File: src/rtl/fetch_pc_unit.sv
// fetch_pc_unit: owns the architectural PC, issues one imem read at a time,
// holds the returned instruction for decode and applies branch redirects.
//
// Ports:
//   clk, rst            rising-edge clock, async active-high reset
//   br_taken, br_target redirect request and address (target[1:0] ignored)
//   imem_req_*          fetch request channel (valid/ready), addr = pc
//   imem_rsp_*          registered response, single-cycle pulse
//   inst_valid/ready    decode handshake; inst and inst_pc ride with it
//   pc                  current fetch PC register
module fetch_pc_unit #(
  parameter logic [31:0] RESET_PC = 32'h0000_0000,
  parameter logic [31:0] NOP_INST = 32'h0000_0013
) (
  input  logic        clk,
  input  logic        rst,
  input  logic        br_taken,
  input  logic [31:0] br_target,
  output logic        imem_req_valid,
  output logic [31:0] imem_req_addr,
  input  logic        imem_req_ready,
  input  logic        imem_rsp_valid,
  input  logic [31:0] imem_rsp_data,
  output logic        inst_valid,
  output logic [31:0] inst,
  output logic [31:0] inst_pc,
  input  logic        inst_ready,
  output logic [31:0] pc
);

  typedef enum logic [1:0] {
    IDLE,
    REQ,
    WAIT,
    HOLD
  } state_t;

  state_t      state;
  logic [31:0] pc_q;
  logic [31:0] req_pc;
  logic [31:0] inst_q;
  logic [31:0] inst_pc_q;
  logic        kill;

  logic [31:0] tgt;
  logic        req_fire;
  logic        unused_tgt_lo;

  // Redirect targets are always word aligned.
  assign tgt           = {br_target[31:2], 2'b00};
  assign unused_tgt_lo = ^br_target[1:0];

  assign req_fire = (state == REQ) & imem_req_ready;

  assign imem_req_valid = (state == REQ);
  assign imem_req_addr  = pc_q;
  assign pc             = pc_q;

  // A redirect in HOLD hides the wrong-path instruction in the same cycle.
  assign inst_valid = (state == HOLD) & ~br_taken;
  assign inst       = inst_q;
  assign inst_pc    = inst_pc_q;

  always_ff @(posedge clk or posedge rst) begin
    if (rst) begin
      state     <= IDLE;
      pc_q      <= RESET_PC;
      req_pc    <= RESET_PC;
      kill      <= 1'b0;
      inst_q    <= NOP_INST;
      inst_pc_q <= 32'h0;
    end else begin
      case (state)
        IDLE: begin
          state <= REQ;
          if (br_taken) pc_q <= tgt;
        end

        REQ: begin
          if (req_fire) begin
            req_pc <= pc_q;
            // A redirect alongside acceptance still lets the request go,
            // but its response must be dropped.
            kill   <= br_taken;
            pc_q   <= br_taken ? tgt : pc_q + 32'd4;
            state  <= WAIT;
          end else if (br_taken) begin
            pc_q <= tgt;
          end
        end

        WAIT: begin
          if (imem_rsp_valid) begin
            if (kill | br_taken) begin
              kill  <= 1'b0;
              state <= REQ;
              if (br_taken) pc_q <= tgt;
            end else begin
              inst_q    <= imem_rsp_data;
              inst_pc_q <= req_pc;
              state     <= HOLD;
            end
          end else if (br_taken) begin
            kill <= 1'b1;
            pc_q <= tgt;
          end
        end

        HOLD: begin
          if (br_taken) begin
            pc_q   <= tgt;
            inst_q <= NOP_INST;
            state  <= REQ;
          end else if (inst_ready) begin
            inst_q <= NOP_INST;
            state  <= REQ;
          end
        end

        default: state <= IDLE;
      endcase
    end
  end

endmodule

File: config.mk
export PLATFORM = sky130hd
export DESIGN_NAME = fetch_pc_unit
export DESIGN_NICKNAME = d
export VERILOG_FILES = /design/src/rtl/fetch_pc_unit.sv
export SDC_FILE = /design/constraint.sdc
export NUM_CORES = 1
export LEC_CHECK = 0
export ABC_CLOCK_PERIOD_IN_PS = 5500
export BUFFER_PORTS_ARGS = -buffer_cell sky130_fd_sc_hd__buf_2
export CAP_MARGIN = 20
export CELL_PAD_IN_SITES_DETAIL_PLACEMENT = 0
export CELL_PAD_IN_SITES_GLOBAL_PLACEMENT = 1
export CORE_UTILIZATION = 38
export CTS_CLUSTER_DIAMETER = 80
export DETAILED_ROUTE_END_ITERATION = 8
export PLACE_DENSITY = 0.87
export SETUP_SLACK_MARGIN = 0.4
export SYNTH_ARGS = -nofsm -noshare
export SYNTH_HDL_FRONTEND = slang
export SYNTH_SLANG_ARGS = --single-unit
File: constraint.sdc
create_clock -name clk -period 5.5 [get_ports clk]
set_input_delay 0.55 -clock clk [delete_from_list [all_inputs] [get_ports clk]]
set_output_delay 0.55 -clock clk [all_outputs]
set_load 0.005 [all_outputs]
==> metrics.log <==
[metrics] Worst Hold Class: in2async
[metrics] layout overhead on the synthesized area: 25.3%
[metrics] critical setup path kind: reg2reg
[metrics] clock tree root buffer cell: clkbuf_16
[metrics] clock insertion delay at the later pin of the skew report: 0.42 ns
[metrics] part of the Yosys area used for sequential elements: 0.541
[metrics] DRC violations left: 0
[metrics] Die Span Y: 128 um
[metrics] worst hold slack: ~0.30 ns
[metrics] top cells by area in the synthesized netlist: dfrtp_1, nand2_1, mux2_2
[metrics] worst relative slew slack: 0.341
[metrics] largest net degree at the start of global routing: 87
[metrics] Layout fillers: 1486
[metrics] type of element launching the critical path: flip-flop
[metrics] leakage dissipation: around 4.0 nW
[metrics] category of cells accounting for the largest share of critical-path delay: simple AND/OR/NAND/NOR gates
[metrics] measured slew at the worst slew-check pin: 0.989 ns
[metrics] number of synthesized flops with an enable pin: 0
[metrics] Detailed Route Iter0 Violations: approximately 240
[metrics] Die Area: between 15000 and 20000 um^2
[metrics] Period Utilization, post-route: 0.486
[metrics] Clock transition at path regs: ~0.06 ns
[metrics] Distinct cells, synth: 45
[metrics] count of port buffers added during placement: 197
[metrics] share of cells above drive strength 1: 0.362
[metrics] Routed WL per cell: 15.3 um
[metrics] FF-to-FF setup slack: 2.82 ns
[metrics] number of cells on the worst reg-to-reg path: 7
[metrics] post-synth top area cell: dfrtp_1
[metrics] initial antenna violation count: 0
[metrics] level count of the clock H-tree: 4
[metrics] run status: completed
[metrics] chip width: 128 um
[metrics] Worst path slowest cell: nand2_2
[metrics] Syn Inst Count: 615
[metrics] maximum buffer depth of the clock tree: 2
[metrics] synthesized area: just over 6000 um^2
[metrics] global-route wire length before repair: between 20000 and 25000 um
[metrics] YS warnings: 0
[metrics] arrival time at the worst endpoint: 2.98 ns
[metrics] sequence of cells on the critical path: inv_1, ha_1, nand2_2, nor2_1, nand4_1, xnor2_1, mux2_2
[metrics] unrepaired setup endpoints after global routing: false
[metrics] vias per cell: 4.86
[metrics] max cap viols: 0
[metrics] worst-case clock skew: 0.00759 ns
[metrics] final setup vio count: 0
[metrics] cts-stage hold buffer count: 0
[metrics] Num CTS Buffers: 17
[metrics] CTS tree: done
[metrics] Worst setup EP type: flip-flop
[metrics] fin. max-slew vios: 0
[metrics] Worst Path Buf+Inv: 1
[metrics] worst flop-to-flop path endpoint: imem_req_addr[25]
[metrics] pwr/cell area: between 400 and 500 nW/um^2
[metrics] DRT Wirelength: 15200 um
[metrics] final RePlAce weighted congestion: ~0.74
[metrics] CP required: 5.80 ns
[metrics] Final Hold Vio Count: 0
[metrics] overall global routing resource usage: 0.191
[metrics] CTS-repair resized insts: 0
[metrics] top_reg_cell synth: dfrtp_1
[metrics] number of routed nets with antenna violations: 0
[metrics] Critical R2R Launch: state[1]
[metrics] most frequent cells in the layout: buf_2, nand2_1, dfrtp_1
[metrics] nets@finish: 846
[metrics] cell depth of the worst setup path: 7
[metrics] Peak supply drop: 0.226 mV
[metrics] Synth async-reset ratio: 1.00
[metrics] delay of the slowest critical-path stage: 0.62 ns
[metrics] top fanout value on the critical path: 36
[metrics] std cell rows: 45
[metrics] Min Clock Period, post-route: 2.68 ns
[metrics] post-synthesis net count: 689
[metrics] Max Clock Freq: between 0.3 and 0.4 GHz
[metrics] router iterations before antenna repair: 4
[metrics] mean area per synthesized cell: 9.87 um^2
[metrics] final cell utilization of the core: 0.495
[metrics] number of global-route vias before repair: 4552
[metrics] clk sinks: ~130
[metrics] Core Region: about 15000 um^2
[metrics] Via Count: 4839
[metrics] # IOs: 200
[metrics] count of buffers added by post-CTS timing repair for setup: 0
[metrics] starting density of the core: 0.395
[metrics] DPL Wire Length: 10200 um
[metrics] fraction of post-synthesis cell area in the top cell type by area: 0.528
[metrics] TNS Setup: 0 ns
[metrics] count of state elements after synthesis: 131
[metrics] leftover overflow at the end of global routing: 0
[metrics] commonest non-fill, non-tap cell in the layout: buf_2
[metrics] antenna diode count: 0
## per-layer routing
metal	vias to the layer above	GRT usage	share of wire
met5	-	0	0
met4	0	0.0699	0.017
met3	21	0.0491	0.069
met2	167	0.302	0.46
met1	2312	0.252	0.45
li1	2339	-	-
## cells by family (layout without fill, tap and decap cells)
group	after synthesis	after routing	share of synthesized area
buf+inv	101	271	0.0835
xor+xnor	22	22	0.0318
fa+ha+maj	4	4	0.00825
simple gates	239	239	0.181
flops	131	131	0.541
mux	37	37	0.0683
compound gates	81	81	0.0862
## cells in the mapped netlist, types with 2 or more instances
library cell and count:
dfstp_2 3, a21oi_1 7, mux2i_1 2, and3_1 4
o31ai_1 30, nor2b_1 3, clkbuf_2 2, mux2_2 35
clkbuf_1 22, and4_1 2, ha_1 4, o21ai_1 6
and2_1 7, nor2_1 21, o22ai_1 4, nand4_1 10
inv_1 37, nand4_4 2, nand3_1 15, nor4_1 2
buf_2 4, xnor2_1 8, nor3_1 4, o21ai_0 26
and4bb_2 2, nand2_1 160, xor2_1 14, dfrtp_1 128
buf_1 4, buf_4 32
## where the power goes
group          internal, W  leakage, nW  switching, W
logic             0.000395         1.99      0.000418
registers          0.00127         1.67      0.000189
clock network     0.000723        0.293      0.000422
total              0.00239         3.95       0.00103
## how the worst max path moves through the flow
stage	slack, ns	startpoint	to
after floorplan	1.46	rst	imem_req_addr[0]
after global placement	2.73	br_taken	inst[8]
after detailed placement	2.69	br_taken	inst[21]
after CTS	2.80	state[1]	imem_req_addr[25]
after global routing	2.64	state[1]	imem_req_addr[25]
final	2.82	state[1]	imem_req_addr[25]
## layout make-up
class	count	area (um^2)	share of cell area
clock inverters	13	160	0.0211
multi-input cells	383	2290	0.301
repair buffers	202	1020	0.135
flip-flops and latches	131	3280	0.432
clock buffers	19	443	0.0583
inverters	37	144	0.0189
well taps	211	264	0.0347
## metrics by stage
step / power, W / worst slack [ns] / cell area [um^2] / std cells
finish: 0.00341 / 2.82 / 7600 / 996
global route: 0.00364 / 2.64 / 7600 / 996
CTS: 0.00346 / 2.80 / 7600 / 996
detailed placement: 0.00230 / 2.69 / 7000 / 964
global placement: 0.00227 / 2.73 / 7000 / 964
floorplan: 0.00195 / 1.46 / 6070 / 615
## worst reg2reg max path, cell delays in order, from the launching register on
cell and delay (ns):
dfrtp_1 0.40, inv_1 0.07, ha_1 0.38, nand2_2 0.62, nor2_1 0.52, nand4_1 0.17
xnor2_1 0.16, mux2_2 0.26
## state kept, by name, summed over array words and instances (netlist names)
signal         cells
imem_req_addr     32
kill               1
inst_pc           32
inst              32
req_pc            32
state              2
No activity file was read; power rests on OpenSTA's default activity.
